## config.mk

```make
export PLATFORM = sky130hd
export DESIGN_NAME = osd_spi_arbiter_flat
export DESIGN_NICKNAME = d
export VERILOG_FILES = /design/src/rtl/osd_spi_arbiter_if.sv /design/src/rtl/osd_spi_arbiter.sv /design/src/flat_wrapper.sv
export SDC_FILE = /design/constraint.sdc
export NUM_CORES = 1
export LEC_CHECK = 0
export CELL_PAD_IN_SITES_DETAIL_PLACEMENT = 1
export CELL_PAD_IN_SITES_GLOBAL_PLACEMENT = 2
export CORE_MARGIN = 10
export CORE_UTILIZATION = 31
export CTS_CLUSTER_DIAMETER = 50
export DETAILED_ROUTE_END_ITERATION = 12
export PLACE_DENSITY = 0.84
export REMOVE_ABC_BUFFERS = 1
export SKIP_LAST_GASP = 1
export SLEW_MARGIN = 20
export SYNTH_ARGS = -nofsm -noshare
export SYNTH_HDL_FRONTEND = slang
export SYNTH_SLANG_ARGS = --single-unit
```

## constraint.sdc

```tcl
create_clock -name clk_pix -period 4.8 [get_ports clk_pix]
set_input_delay 0.96 -clock clk_pix [delete_from_list [all_inputs] [get_ports clk_pix]]
set_output_delay 0.96 -clock clk_pix [all_outputs]
set_load 0.02 [all_outputs]
```

## src/rtl/osd_spi_arbiter_if.sv

```systemverilog
// Requester/OSD-port bundle for osd_spi_arbiter.
// master: the requester side (drives req/cmd/len/data, observes handshakes and the SPI pins).
// slave:  the arbiter side.
interface osd_spi_arbiter_if;
    logic       req_a;
    logic       req_b;
    logic [7:0] cmd_a;
    logic [7:0] cmd_b;
    logic [8:0] len_a;
    logic [8:0] len_b;
    logic [7:0] data_a;
    logic [7:0] data_b;
    logic       data_ack_a;
    logic       data_ack_b;
    logic       grant_a;
    logic       grant_b;
    logic       done_a;
    logic       done_b;
    logic       busy;
    logic       SPI_SCK;
    logic       SPI_SS3;
    logic       SPI_DI;

    modport master (
        output req_a, req_b, cmd_a, cmd_b, len_a, len_b, data_a, data_b,
        input  data_ack_a, data_ack_b, grant_a, grant_b, done_a, done_b, busy,
        input  SPI_SCK, SPI_SS3, SPI_DI
    );

    modport slave (
        input  req_a, req_b, cmd_a, cmd_b, len_a, len_b, data_a, data_b,
        output data_ack_a, data_ack_b, grant_a, grant_b, done_a, done_b, busy,
        output SPI_SCK, SPI_SS3, SPI_DI
    );
endinterface

```

## src/rtl/osd_spi_arbiter.sv

```systemverilog
// Two-port arbiter and serializer for the OSD command port (clk_pix domain).
// Sends one command byte plus up to 256 payload bytes, MSB first, on SPI_SCK/SPI_SS3/SPI_DI.
// Optional macro OSD_ARB_ROUND_ROBIN_EN: round-robin tie-break instead of fixed A-over-B priority.
//
// state    | meaning
// IDLE     | SS3 high, waiting for any request
// SEL      | first SS3-low cycle (T0); winner granted, command loaded
// SHIFT    | clocking bits out; payload bytes fetched on byte boundaries
// LEAD_OUT | SCK low for one half-period before SS3 rises
// GAP      | SS3 held high, requests ignored
module osd_spi_arbiter #(
    parameter int CLK_DIV    = 2,
    parameter int GAP_CYCLES = 4
) (
    input logic              clk_pix,
    input logic              rst_n,
    osd_spi_arbiter_if.slave bus
);

    typedef enum logic [2:0] {IDLE, SEL, SHIFT, LEAD_OUT, GAP} state_t;

    localparam logic [7:0] DIV_RELOAD = 8'(CLK_DIV - 1);
    localparam logic [7:0] GAP_LOAD   = 8'(GAP_CYCLES);

    state_t     state;
    logic [7:0] div_cnt;
    logic [7:0] gap_cnt;
    logic [2:0] bit_cnt;
    logic [7:0] shift_reg;
    logic [8:0] bytes_left;
    logic       owner_b;
    logic       sck, ss3, di;
    logic       grant_a, grant_b, ack_a, ack_b, done_a, done_b, busy;

    logic       pick_b;
    logic [7:0] win_cmd;
    logic [8:0] win_len;
    logic [7:0] cur_data;

`ifdef OSD_ARB_ROUND_ROBIN_EN
    logic       last_winner_b;
`endif

    // Winner selection and the operands it brings along; len is clamped to 256 bytes.
    always_comb begin
`ifdef OSD_ARB_ROUND_ROBIN_EN
        pick_b = bus.req_b && (!bus.req_a || !last_winner_b);
`else
        pick_b = bus.req_b && !bus.req_a;
`endif
        win_cmd  = pick_b ? bus.cmd_b : bus.cmd_a;
        win_len  = pick_b ? bus.len_b : bus.len_a;
        if (win_len > 9'd256)
            win_len = 9'd256;
        cur_data = owner_b ? bus.data_b : bus.data_a;
    end

    // Sequencer: arbitration, bit clocking, payload fetch, lead-out and inter-transaction gap.
    always_ff @(posedge clk_pix) begin
        if (!rst_n) begin
            state      <= IDLE;
            div_cnt    <= '0;
            gap_cnt    <= '0;
            bit_cnt    <= '0;
            shift_reg  <= '0;
            bytes_left <= '0;
            owner_b    <= 1'b0;
            sck        <= 1'b0;
            ss3        <= 1'b1;
            di         <= 1'b0;
            grant_a    <= 1'b0;
            grant_b    <= 1'b0;
            ack_a      <= 1'b0;
            ack_b      <= 1'b0;
            done_a     <= 1'b0;
            done_b     <= 1'b0;
            busy       <= 1'b0;
`ifdef OSD_ARB_ROUND_ROBIN_EN
            last_winner_b <= 1'b1;
`endif
        end else begin
            ack_a  <= 1'b0;
            ack_b  <= 1'b0;
            done_a <= 1'b0;
            done_b <= 1'b0;
            case (state)
                IDLE: begin
                    if (bus.req_a || bus.req_b) begin
                        state      <= SEL;
                        busy       <= 1'b1;
                        ss3        <= 1'b0;
                        owner_b    <= pick_b;
                        grant_a    <= !pick_b;
                        grant_b    <= pick_b;
                        shift_reg  <= win_cmd;
                        di         <= win_cmd[7];
                        bytes_left <= win_len;
                        bit_cnt    <= '0;
                        div_cnt    <= DIV_RELOAD;
                    end
                end
                // SEL already counts toward the first half-period so bit 0 rises at T0+CLK_DIV.
                SEL, SHIFT: begin
                    if (state == SEL)
                        state <= SHIFT;
                    if (div_cnt != 8'd0) begin
                        div_cnt <= div_cnt - 8'd1;
                    end else begin
                        div_cnt <= DIV_RELOAD;
                        if (!sck) begin
                            sck <= 1'b1;
                        end else begin
                            sck <= 1'b0;
                            if (bit_cnt != 3'd7) begin
                                bit_cnt   <= bit_cnt + 3'd1;
                                shift_reg <= {shift_reg[6:0], 1'b0};
                                di        <= shift_reg[6];
                            end else if (bytes_left != 9'd0) begin
                                bit_cnt    <= '0;
                                shift_reg  <= cur_data;
                                di         <= cur_data[7];
                                bytes_left <= bytes_left - 9'd1;
                                ack_a      <= !owner_b;
                                ack_b      <= owner_b;
                            end else begin
                                state <= LEAD_OUT;
                                di    <= 1'b0;
                            end
                        end
                    end
                end
                LEAD_OUT: begin
                    if (div_cnt != 8'd0) begin
                        div_cnt <= div_cnt - 8'd1;
                    end else begin
                        state   <= GAP;
                        ss3     <= 1'b1;
                        done_a  <= !owner_b;
                        done_b  <= owner_b;
                        grant_a <= 1'b0;
                        grant_b <= 1'b0;
                        gap_cnt <= GAP_LOAD;
`ifdef OSD_ARB_ROUND_ROBIN_EN
                        last_winner_b <= !last_winner_b;
`endif
                    end
                end
                // Extra cycle on top of GAP_CYCLES keeps SS3 high >= GAP_CYCLES+2 including IDLE.
                GAP: begin
                    if (gap_cnt != 8'd0) begin
                        gap_cnt <= gap_cnt - 8'd1;
                    end else begin
                        state <= IDLE;
                        busy  <= 1'b0;
                    end
                end
                default: state <= IDLE;
            endcase
        end
    end

    assign bus.SPI_SCK    = sck;
    assign bus.SPI_SS3    = ss3;
    assign bus.SPI_DI     = di;
    assign bus.grant_a    = grant_a;
    assign bus.grant_b    = grant_b;
    assign bus.data_ack_a = ack_a;
    assign bus.data_ack_b = ack_b;
    assign bus.done_a     = done_a;
    assign bus.done_b     = done_b;
    assign bus.busy       = busy;

endmodule

```

## src/flat_wrapper.sv

```systemverilog
// flat-port wrapper written by rule: the top's interface ports become plain ports
module osd_spi_arbiter_flat 
#(
    parameter int CLK_DIV    = 2,
    parameter int GAP_CYCLES = 4
)
  (clk_pix, rst_n, bus_req_a, bus_req_b, bus_cmd_a, bus_cmd_b, bus_len_a, bus_len_b, bus_data_a, bus_data_b, bus_data_ack_a, bus_data_ack_b, bus_grant_a, bus_grant_b, bus_done_a, bus_done_b, bus_busy, bus_SPI_SCK, bus_SPI_SS3, bus_SPI_DI);
  osd_spi_arbiter_if bus_i ();
  input logic clk_pix;
  input logic rst_n;
  input wire logic [$bits(bus_i.req_a)-1:0] bus_req_a;
  input wire logic [$bits(bus_i.req_b)-1:0] bus_req_b;
  input wire logic [$bits(bus_i.cmd_a)-1:0] bus_cmd_a;
  input wire logic [$bits(bus_i.cmd_b)-1:0] bus_cmd_b;
  input wire logic [$bits(bus_i.len_a)-1:0] bus_len_a;
  input wire logic [$bits(bus_i.len_b)-1:0] bus_len_b;
  input wire logic [$bits(bus_i.data_a)-1:0] bus_data_a;
  input wire logic [$bits(bus_i.data_b)-1:0] bus_data_b;
  output wire logic [$bits(bus_i.data_ack_a)-1:0] bus_data_ack_a;
  output wire logic [$bits(bus_i.data_ack_b)-1:0] bus_data_ack_b;
  output wire logic [$bits(bus_i.grant_a)-1:0] bus_grant_a;
  output wire logic [$bits(bus_i.grant_b)-1:0] bus_grant_b;
  output wire logic [$bits(bus_i.done_a)-1:0] bus_done_a;
  output wire logic [$bits(bus_i.done_b)-1:0] bus_done_b;
  output wire logic [$bits(bus_i.busy)-1:0] bus_busy;
  output wire logic [$bits(bus_i.SPI_SCK)-1:0] bus_SPI_SCK;
  output wire logic [$bits(bus_i.SPI_SS3)-1:0] bus_SPI_SS3;
  output wire logic [$bits(bus_i.SPI_DI)-1:0] bus_SPI_DI;
  assign bus_i.req_a = bus_req_a;
  assign bus_i.req_b = bus_req_b;
  assign bus_i.cmd_a = bus_cmd_a;
  assign bus_i.cmd_b = bus_cmd_b;
  assign bus_i.len_a = bus_len_a;
  assign bus_i.len_b = bus_len_b;
  assign bus_i.data_a = bus_data_a;
  assign bus_i.data_b = bus_data_b;
  assign bus_data_ack_a = bus_i.data_ack_a;
  assign bus_data_ack_b = bus_i.data_ack_b;
  assign bus_grant_a = bus_i.grant_a;
  assign bus_grant_b = bus_i.grant_b;
  assign bus_done_a = bus_i.done_a;
  assign bus_done_b = bus_i.done_b;
  assign bus_busy = bus_i.busy;
  assign bus_SPI_SCK = bus_i.SPI_SCK;
  assign bus_SPI_SS3 = bus_i.SPI_SS3;
  assign bus_SPI_DI = bus_i.SPI_DI;
  osd_spi_arbiter #(.CLK_DIV(CLK_DIV), .GAP_CYCLES(GAP_CYCLES)) u_core (.clk_pix(clk_pix), .rst_n(rst_n), .bus(bus_i));
endmodule
```

==> results by group, run 1 <==
Yosys
  – Count of different cell masters after synthesis: 60
  – Synthesized cell area: between 0.002 and 0.003 mm²
  – FFs w/ async S/R, synth: 0%
  – Share of the synthesized area in the top cell type: approximately 34%
  – Post-Syn Instances: about 370
  – Syn Area/Cell: approximately 7.8 µm²
  – Synth area leader: dfxtp_1
  – Warnings, synthesis: 0
  – Synth Flop Type: dfxtp_1
  – Largest cells by area after synthesis: dfxtp_1 34%, nand2_1 6.5%, nor2_1 5.5%, a21oi_1 4.3%, mux2i_1 3.8%
  – Sequential share of the synthesized area: about a third
  – Post-synth EDFFs: 0
  – Synthesized flop and latch total: a little under 50

Timing
  – RSZ-0062 raised after global routing: no
  – Slew Limit Fails: 0
  – Actual slew at the worst max-slew pin: 1.04 ns
  – Setup TNS: 0 ns
  – Final period util: between 60 and 70%
  – Clock Skew: 0.0123 ns
  – Slew headroom: between 30% and 40%
  – F_max: between 300 and 400 MHz
  – Final hold viol count: 0
  – Worst setup margin: approximately 1.9 ns
  – Final Setup Violations: 0
  – Min cycle time layout: 2.91 ns

Clock tree
  – CTS Hold Buffers Added: 0
  – CTS tree: built
  – CTS Sinks: approximately 50
  – H-tree levels: 2
  – Worst-Skew Late Latency: around 0.32 ns
  – Cts repair resizes: 0
  – Post CTS Setup Buffer Count: 0
  – Number of buffers created by CTS: 5
  – Root Buffer Master: clkbuf_8
  – Clock transition at path regs: ~0.11 ns
  – Clock buffer depth: 2

Finish
  – Commonest non-fill, non-tap cells in the layout: 63 x clkdlybuf4s50_1, 50 x nand2_1, 49 x dfxtp_1
  – Share of layout cells above drive strength 1: between 4 and 5%
  – Commonest non-fill, non-tap cell in the layout: clkdlybuf4s50_1
  – Largest regs: u_core.bytes_left x9, u_core.div_cnt x8, u_core.gap_cnt x8
  – N_diodes: 0
  – Max reg flops: 9
  – Top reg by flops: u_core.bytes_left
  – Nets: approximately 480
  – Area delta synth->final: 28.1%
  – Fin cells: 535
  – Utilization of the core after routing: roughly two fifths

Place
  – Post-place setup slack: 1.63 ns
  – RD Place Congestion: roughly 0.83
  – Dpl cells: ~530
  – DP HPWL: between 6000 and 7000 µm
  – PortBufs: 63

Drt
  – Post-DR wirelength/cell: between 15 and 20 µm
  – WL final: ~8600 µm
  – Vias per inst: approximately 5.2
  – Drc violations: 0
  – Initial drt markers: 98
  – Pre-Repair DR Iteration Count: 4
  – DR vias: 2802
  – Antenna Nets Post-Route: 0

Outcome
  – Status: complete, no violations

GRT
  – Vias in the first global route: between 2000 and 3000
  – GRT met3 Usage: 4.47%
  – Total grt overflow: 0
  – Largest net degree at the start of global routing: 30
  – First-pass GRT wire length: around 15000 µm
  – Met1 GRT Util: between 15 and 20%
  – Initial antenna violation count: 0
  – GRT busiest layer: met2
  – Global Route met2 Usage: 22.0%
  – Total track usage: 13.2%

Floorplanning
  – Die W: about 120 µm
  – Die area: ~0.014 mm²
  – Core area: between 0.009 and 0.01 mm²
  – Site Rows: 35
  – Initial Util: 31.5%
  – Die H: 116 µm
  – Ports: between 60 and 70

Worst setup path
  – CP arrival: approximately 3.2 ns
  – Highest-delay cell along the critical path: clkdlybuf4s50_1
  – Crit path buf inv count: 1
  – Worst Path Required: ~5.1 ns
  – R2R Path Start: u_core.bit_cnt[0]$_SDFFE_PN0P_
  – Setup CP Type: input port to flop
  – CP max FO: 20
  – Critical-path cell list: clkdlybuf4s50_1 -> nand2b_1 -> and2_1 -> a2111oi_0 -> a31oi_1 -> o21ai_1
  – Worst reg-to-reg path cell count: 6
  – CP peak stage delay: 0.58 ns
  – Startpoint types: input port
  – Worst setup path startpoint: bus_req_b
  – Delay-heaviest family, CP: simple AND/OR/NAND/NOR gates
  – CP endpoint kind: flop
  – R2r setup slk: around 2.2 ns
  – FF-to-FF End: u_core.bytes_left[3]$_SDFFE_PN0P_

Power
  – PD cells: approximately 560 mW/mm²
  – Leak: between 1 and 1.5 nW
  – Max VDD drop: ~190 µV
  – Design Power: around 2.1 mW

Flow run
  – Maxcap violations: 0

Min path
  – Hold Path Sink: u_core.bus.SPI_SS3$_SDFFE_PN1P_
  – Hold path start: u_core.bus.SPI_SS3$_SDFFE_PN1P_
  – HP Class: flop to flop
  – WHS Path Cells: 1
-- report_power, final --
| part | switching (mW) | leakage, nW | internal (mW) |
|---|---|---|---|
| clock network | 0.163 | 0.0506 | 0.109 |
| registers | 0.124 | 0.400 | 0.532 |
| logic | 0.657 | 0.958 | 0.471 |
| total | 0.944 | 1.41 | 1.11 |
-- worst max path at each step --
stage / slack (ns) / to / cells past startpoint
floorplan: 2.58 / u_core.bytes_left[7]$_SDFFE_PN0P_ / 5
global placement: 1.68 / u_core.bytes_left[7]$_SDFFE_PN0P_ / 6
detailed placement: 1.63 / u_core.bytes_left[7]$_SDFFE_PN0P_ / 6
CTS: 1.95 / u_core.bytes_left[7]$_SDFFE_PN0P_ / 6
global route: 1.62 / u_core.bytes_left[7]$_SDFFE_PN0P_ / 6
finish: 1.89 / u_core.bytes_left[7]$_SDFFE_PN0P_ / 6
-- layer usage --
metal  wire, µm  vias to the layer above
met2       3910                       56
li1           -                     1426
met3        567                        8
met1       4070                     1312
met5          0                        -
met4         83                        0
-- cells in the mapped netlist, types with 4 or more instances --
| library cell | number |
|---|---|
| xor2_1 | 8 |
| inv_1 | 11 |
| nand2_1 | 50 |
| o211ai_1 | 12 |
| a21oi_1 | 25 |
| o21ai_0 | 7 |
| a21boi_1 | 10 |
| clkbuf_1 | 10 |
| mux2i_1 | 11 |
| nor2_1 | 42 |
| nand2b_1 | 9 |
| nor2b_1 | 4 |
| dfxtp_1 | 49 |
| nor3_1 | 8 |
| nor4_1 | 6 |
| o21ai_1 | 7 |
| nand3_1 | 17 |
| and3_1 | 4 |
| a31oi_1 | 7 |
| ha_1 | 7 |
-- kinds of logic (layout without fill, tap and decap cells) --
kind of cell / count (synthesis) / after routing / share of synthesized area, %
buffers and inverters: 28 / 84 / 3.90
XOR/XNOR: 10 / 10 / 3.04
multiplexers: 12 / 12 / 4.21
adder cells (fa/ha/maj): 7 / 7 / 3.04
AND/OR/NAND/NOR: 166 / 166 / 28.6
flip-flops: 49 / 49 / 34.0
AO/OA/AOI/OAI: 96 / 96 / 23.2
-- stage by stage --
stage / area, µm² / hold WS (ns)
finish: 3690 / 0.465
detailed placement: 3600 / 0.442
global route: 3690 / 0.513
global placement: 3600 / 0.434
floorplan: 2810 / 0.443
CTS: 3690 / 0.470
-- area by class of cell --
cell class	count	area, µm²
Timing Repair Buffer	65	646
Sequential cell	49	981
Clock buffer	5	68.8
Clock inverter	3	28.8
Multi-Input combinational cell	291	1790
Tap cell	111	139
Fill cell	1114	5460
Inverter	11	41.3
(Power assumes the default switching activity.)
==> run 2, diff against run 1 <==
CORE_UTILIZATION = 26   (was 31)
PLACE_DENSITY = 0.75   (was 0.84)
clock period = 2.5 ns   (was 4.8 ns; I/O delays follow)
==> run 2 against run 1 <==
Compared with the run above:
- routed wire length rose by 5.1%
- final cell count rose by 8.6%
- worst hold slack improved by 0.0045 ns
- sequential cell count did not move
- clock skew fell by 0.00062 ns
- worst setup slack got worse by 1.6 ns
- critical path depth rose by 2
- register-to-register slack got worse by 1.9 ns
- via count rose by 4.7%
- combinational power rose by 110%
- critical endpoint is now u_core.shift_reg[5]$_SDFFE_PN0P_
- largest cell class unchanged
==> results by group, run 2 (same netlist as run 1, synthesis figures left out) <==
Outcome
  – Status: complete, no violations

Worst setup path
  – Worst Path Required: 2.76 ns (-2.29 ns)
  – Setup CP Type: flop to flop
  – Highest-delay cell along the critical path: or4b_4
  – CP arrival: 2.46 ns (-0.69 ns)
  – CP endpoint kind: flop
  – Crit path buf inv count: 2 (+1)
  – Startpoint types: flop
  – CP peak stage delay: 0.53 ns (-0.05 ns)
  – Delay-heaviest family, CP: simple AND/OR/NAND/NOR gates
  – Worst setup path startpoint: u_core.bytes_left[0]$_SDFFE_PN0P_
  – Critical-path cell list: inv_1 -> ha_1 -> or4b_4 -> nor4_2 -> a211oi_4 -> buf_4 -> nand2b_1 -> a21boi_1
  – CP max FO: 18 (-10%)
  – R2R Path Start: u_core.bytes_left[0]$_SDFFE_PN0P_

Floorplanning
  – Site Rows: 38 (+8.6%)
  – Die W: 125 µm (+7.6%)
  – Die area: 0.0157 mm² (+16%)
  – Ports: 64 (unchanged)
  – Initial Util: 26.6% (-4.9 points)
  – Core area: 0.0108 mm² (+18%)
  – Die H: 125 µm (+7.6%)

Finish
  – Share of layout cells above drive strength 1: 8.62% (+3.7 points)
  – Largest regs: u_core.bytes_left x9, u_core.div_cnt x8, u_core.gap_cnt x8
  – Register area: 981 µm² (unchanged)
  – Nets: 501 (+3.5%)
  – Area of all placed cells without fillers: 0.00386 mm² (+4.4%)
  – Commonest non-fill, non-tap cells in the layout: 63 x clkdlybuf4s50_1, 50 x nand2_1, 49 x dfxtp_1
  – Top reg by flops: u_core.bytes_left
  – Commonest non-fill, non-tap cell in the layout: clkdlybuf4s50_1
  – Max reg flops: 9 (unchanged)
  – Filler cells: 1330 (+19%)
  – Area delta synth->final: 33.8%
  – N_diodes: 0 (unchanged)
  – Area of the multi-input gates: 0.00179 mm² (unchanged)
  – Fin cells: 581 (+8.6%)

Clock tree
  – CTS tree: built
  – CTS Hold Buffers Added: 0 (unchanged)
  – Root Buffer Master: clkbuf_8
  – CTS Sinks: 49 (unchanged)
  – Post CTS Setup Buffer Count: 0 (unchanged)
  – Cts repair resizes: 0 (unchanged)
  – H-tree levels: 2 (unchanged)
  – Number of buffers created by CTS: 5 (unchanged)
  – Clock buffer depth: 2 (unchanged)
  – Clock transition at path regs: 0.11 ns (about the same)
  – Worst-Skew Late Latency: 0.32 ns (about the same)

Timing
  – RSZ-0062 raised after global routing: no
  – Slew Limit Fails: 0 (unchanged)
  – Setup TNS: 0 ns (unchanged)
  – Min cycle time layout: roughly 2.2 ns
  – F_max: about 460 MHz
  – Clock Skew: 0.0117 ns (-0.000616 ns)
  – Final hold viol count: 0 (unchanged)
  – Worst setup margin: 0.304 ns (-1.59 ns)
  – Final Setup Violations: 0 (unchanged)
  – Slew headroom: 53.0% (+23 points)
  – Actual slew at the worst max-slew pin: 0.695 ns (-0.349 ns)
  – Final period util: roughly 88%

Drt
  – Initial drt markers: 194 (+98%)
  – Antenna Nets Post-Route: 0 (unchanged)
  – WL final: 9080 µm (+5.1%)
  – Wire length on met2: 4180 µm (+6.9%)
  – Pre-Repair DR Iteration Count: 4 (unchanged)
  – Post-DR wirelength/cell: 15.6 µm (-3.2%)
  – DR vias: 2934 (+4.7%)
  – Vias per inst: 5.05 (-3.6%)
  – WL met1: 4310 µm (+5.9%)
  – Top Metal Used: met4
  – Drc violations: 0 (unchanged)
  – Met3 Wirelength: 507 µm (-11%)

Power
  – Design Power: 4.12 mW (+100%)
  – Max VDD drop: 326 µV (+68%)
  – Leak: 1.49 nW (+5.8%)
  – PD cells: 1070 mW/mm² (+92%)

GRT
  – Total grt overflow: 0 (unchanged)
  – Largest net degree at the start of global routing: 19 (-37%)
  – Vias in the first global route: 3146 (+6.2%)
  – Initial antenna violation count: 0 (unchanged)
  – First-pass GRT wire length: 15500 µm (+6.9%)
  – Total track usage: 11.5% (-1.7 points)

Place
  – Area post-placement: 0.00376 mm² (+4.6%)
  – Dpl cells: 573 (+8.7%)
  – RD Place Congestion: 0.768 (-7.8%)
  – DP HPWL: 7120 µm (+6.3%)
  – PortBufs: 63 (unchanged)
  – Post-place setup slack: 0.148 ns (-1.48 ns)

Flow run
  – Maxcap violations: 0 (unchanged)

Min path
  – HP Class: flop to flop
  – Hold path start: u_core.bus.SPI_DI$_SDFFE_PN0P_
-- run 2: power by group --
| group | total (mW) | switching (mW) | internal [mW] | leakage (nW) |
|---|---|---|---|---|
| Sequential | 1.25 | 0.225 | 1.02 | 0.400 |
| Combinational | 2.34 | 1.31 | 1.04 | 1.04 |
| Clock | 0.530 | 0.320 | 0.210 | 0.0506 |
-- run 2: final timing paths --
| path | endpoint | slack, ns | cells past startpoint |
|---|---|---|---|
| worst min register to register | u_core.bus.SPI_DI$_SDFFE_PN0P_ | 0.47 | 2 |
| worst max-delay path | u_core.shift_reg[5]$_SDFFE_PN0P_ | 0.30 | 8 |
| worst max register to register | u_core.shift_reg[5]$_SDFFE_PN0P_ | 0.30 | 8 |
| worst min-delay path | u_core.bus.SPI_DI$_SDFFE_PN0P_ | 0.47 | 2 |
-- run 2: worst reg2reg max path, cell delays in order, from the launching register on --
cell,delay (ns)
dfxtp_1,0.34
inv_1,0.08
ha_1,0.24
or4b_4,0.53
nor4_2,0.34
a211oi_4,0.10
buf_4,0.22
nand2b_1,0.16
a21boi_1,0.13
-- run 2: stage by stage --
stage,hold slack (ns),util (%)
6_report,0.469,35.6
5_1_grt,0.499,35.6
4_1_cts,0.479,35.6
3_5_place_dp,0.460,34.7
3_3_place_gp,0.435,34.7
2_1_floorplan,0.443,-
-- run 2: final cells by class --
type	instances	area share, %
well taps	140	4.54
clock buffers	5	1.78
repair buffers	82	20.0
inverters	11	1.07
multi-input cells	291	46.4
flip-flops and latches	49	25.4
clock inverters	3	0.746
-- run 2: per-layer routing --
metal	up-vias	track usage [%]
met1	1408	14.0
met3	6	3.63
met4	0	2.71
met5	-	0
li1	1465	-
met2	55	19.2
==> run 3, diff against run 2 <==
CORE_UTILIZATION = 29   (was 26)
PLACE_DENSITY = 0.79   (was 0.75)
clock period = 2.1 ns   (was 2.5 ns; I/O delays follow)
==> run 3 against run 2 <==
Compared with the run above:
- global-route usage grew 0.75 points
- total power grew 26%
- sequential power grew 16%
- sequential cell count is the same
- design area grew 5.3%
- register-to-register slack lost 0.23 ns
- utilization grew 6.2 points
- via count grew 1.1%
- fmax grew 8.6%
- critical endpoint is now u_core.bytes_left[3]$_SDFFE_PN0P_
==> results by group, run 3 (same netlist as run 1, synthesis figures left out) <==
Floorplanning
  – Die W: 120 µm (-4.5%)
  – Core area: 0.00973 mm² (-10%)
  – Site Rows: 36 (-5.3%)
  – Die H: 120 µm (-4.5%)
  – Initial Util: 29.6% (+3.0 points)
  – Ports: 64 (unchanged)
  – Die area: 0.0143 mm² (-8.7%)

Place
  – Dpl cells: 581 (+1.4%)
  – PortBufs: 63 (unchanged)
  – RD Place Congestion: 0.773 (+0.65%)
  – DP HPWL: 6960 µm (-2.3%)
  – Area post-placement: 0.00390 mm² (+3.8%)

Power
  – PD cells: 1280 mW/mm² (+20%)
  – Design Power: 5.21 mW (+26%)
  – Leak: 1.60 nW (+7.2%)
  – Max VDD drop: 444 µV (+36%)

Finish
  – Largest regs: u_core.bytes_left x9, u_core.div_cnt x8, u_core.gap_cnt x8
  – Area delta synth->final: 40.9%
  – Area of all placed cells without fillers: 0.00406 mm² (+5.3%)
  – Share of layout cells above drive strength 1: 12.7% (+4.0 points)
  – Nets: 518 (+3.4%)
  – Top reg by flops: u_core.bytes_left
  – Filler cells: 1224 (-8.0%)
  – N_diodes: 0 (unchanged)
  – Commonest non-fill, non-tap cell in the layout: clkdlybuf4s50_1
  – Commonest non-fill, non-tap cells in the layout: 63 x clkdlybuf4s50_1, 50 x nand2_1, 49 x dfxtp_1
  – Max reg flops: 9 (unchanged)
  – Fin cells: 591 (+1.7%)

Timing
  – Final Setup Violations: 0 (unchanged)
  – Actual slew at the worst max-slew pin: 0.562 ns (-0.134 ns)
  – Slew Limit Fails: 0 (unchanged)
  – RSZ-0062 raised after global routing: yes
  – Min cycle time layout: 2.02 ns (-0.174 ns)
  – Slew headroom: 62.4% (+9.4 points)
  – Final hold viol count: 0 (unchanged)
  – F_max: 494 MHz (+8.6%)
  – Clock Skew: 0.0109 ns (-0.000799 ns)
  – Final period util: 96.3% (+8.5 points)

Worst setup path
  – Crit path buf inv count: 1 (-1)
  – Critical-path cell list: inv_1 -> ha_1 -> or4b_4 -> o21ai_1 -> a211oi_4 -> o211ai_1 -> o22ai_1
  – CP arrival: 2.22 ns (-0.24 ns)
  – CP max FO: 5 (-13)
  – Setup CP Type: flop to flop
  – Highest-delay cell along the critical path: or4b_4
  – Startpoint types: flop
  – Worst Path Required: 2.30 ns (-0.46 ns)
  – CP peak stage delay: 0.51 ns (-0.02 ns)
  – CP endpoint kind: flop
  – Delay-heaviest family, CP: compound AO/OA/AOI/OAI gates

Drt
  – Post-DR wirelength/cell: 15.1 µm (-3.7%)
  – Antenna Nets Post-Route: 0 (unchanged)
  – Initial drt markers: 132 (-32%)
  – Pre-Repair DR Iteration Count: 4 (unchanged)
  – Vias per inst: 5.02 (-0.62%)
  – DR vias: 2966 (+1.1%)
  – Drc violations: 0 (unchanged)
  – WL final: 8900 µm (-2.0%)

GRT
  – First-pass GRT wire length: 14700 µm (-5.5%)
  – Largest net degree at the start of global routing: 40 (+21)
  – Vias in the first global route: 3041 (-3.3%)
  – Total grt overflow: 0 (unchanged)
  – Total track usage: 12.3% (+0.75 points)
  – Initial antenna violation count: 0 (unchanged)

Clock tree
  – Number of buffers created by CTS: 5 (unchanged)
  – CTS tree: built
  – Clock buffer depth: 2 (unchanged)
  – Clock transition at path regs: 0.11 ns (about the same)
  – Worst-Skew Late Latency: 0.33 ns (about the same)
  – CTS Sinks: 49 (unchanged)
  – H-tree levels: 2 (unchanged)
  – Root Buffer Master: clkbuf_8

Min path
  – HP Class: flop to flop

Flow run
  – Maxcap violations: 0 (unchanged)

Outcome
  – Status: complete, no violations
## run 3: worst paths after layout
kind / from / to / slack, ns / cells after the start
hold reg to reg: u_core.bus.SPI_SS3$_SDFFE_PN1P_ / u_core.bus.SPI_SS3$_SDFFE_PN1P_ / 0.47 / 1
setup / recovery: u_core.bytes_left[1]$_SDFFE_PN0P_ / u_core.bytes_left[3]$_SDFFE_PN0P_ / 0.08 / 7
hold / removal: u_core.bus.SPI_SS3$_SDFFE_PN1P_ / u_core.bus.SPI_SS3$_SDFFE_PN1P_ / 0.47 / 1
setup reg to reg: u_core.bytes_left[1]$_SDFFE_PN0P_ / u_core.bytes_left[3]$_SDFFE_PN0P_ / 0.08 / 7
## run 3: cell type report
cell class	count	area (µm²)	share of cell area [%]
clock inverters	3	28.8	0.708
multi-input cells	291	1840	45.2
well taps	133	166	4.10
clock buffers	5	68.8	1.69
repair buffers	99	938	23.1
inverters	11	41.3	1.02
flip-flops and latches	49	981	24.1
## run 3: per-layer routing
layer	share of wire, %	global-route usage [%]
met5	0	0
met4	1.1	3.39
met3	6.4	4.45
met2	46	20.6
met1	46	14.4
## run 3: what timing repair did
| item | in CTS | in global routing |
|---|---|---|
| hold buffers | 0 | 0 |
| gates resized for setup | 3 | 5 |
| endpoints found under the setup margin | 4 | 24 |
| pin swaps | 0 | 2 |
| setup buffers | 0 | 2 |
## run 3: worst register-to-register path, cell delays in order (launching register included)
cell and delay [ns]:
dfxtp_1 0.33, inv_1 0.07, ha_1 0.15, or4b_4 0.51
o21ai_1 0.31, a211oi_4 0.14, o211ai_1 0.24, o22ai_1 0.15
## run 3: per-stage QoR
| step | utilization (%) | TNS, ns | setup WS, ns | hold slack, ns |
|---|---|---|---|---|
| floorplan | - | 0 | 0.132 | 0.443 |
| global placement | 40.1 | -0.443 | -0.136 | 0.435 |
| detailed placement | 40.1 | -1.22 | -0.256 | 0.451 |
| CTS | 41.3 | 0 | 0.0430 | 0.475 |
| global route | 41.8 | -0.0421 | -0.0173 | 0.494 |
| finish | 41.8 | 0 | 0.0777 | 0.472 |
## run 3: where the power goes
group,internal (mW),leakage (nW),switching (mW),total (mW)
sequential,1.21,0.400,0.235,1.45
combinational,1.48,1.15,1.64,3.12
clock,0.250,0.0506,0.390,0.640
total,2.94,1.60,2.26,5.21
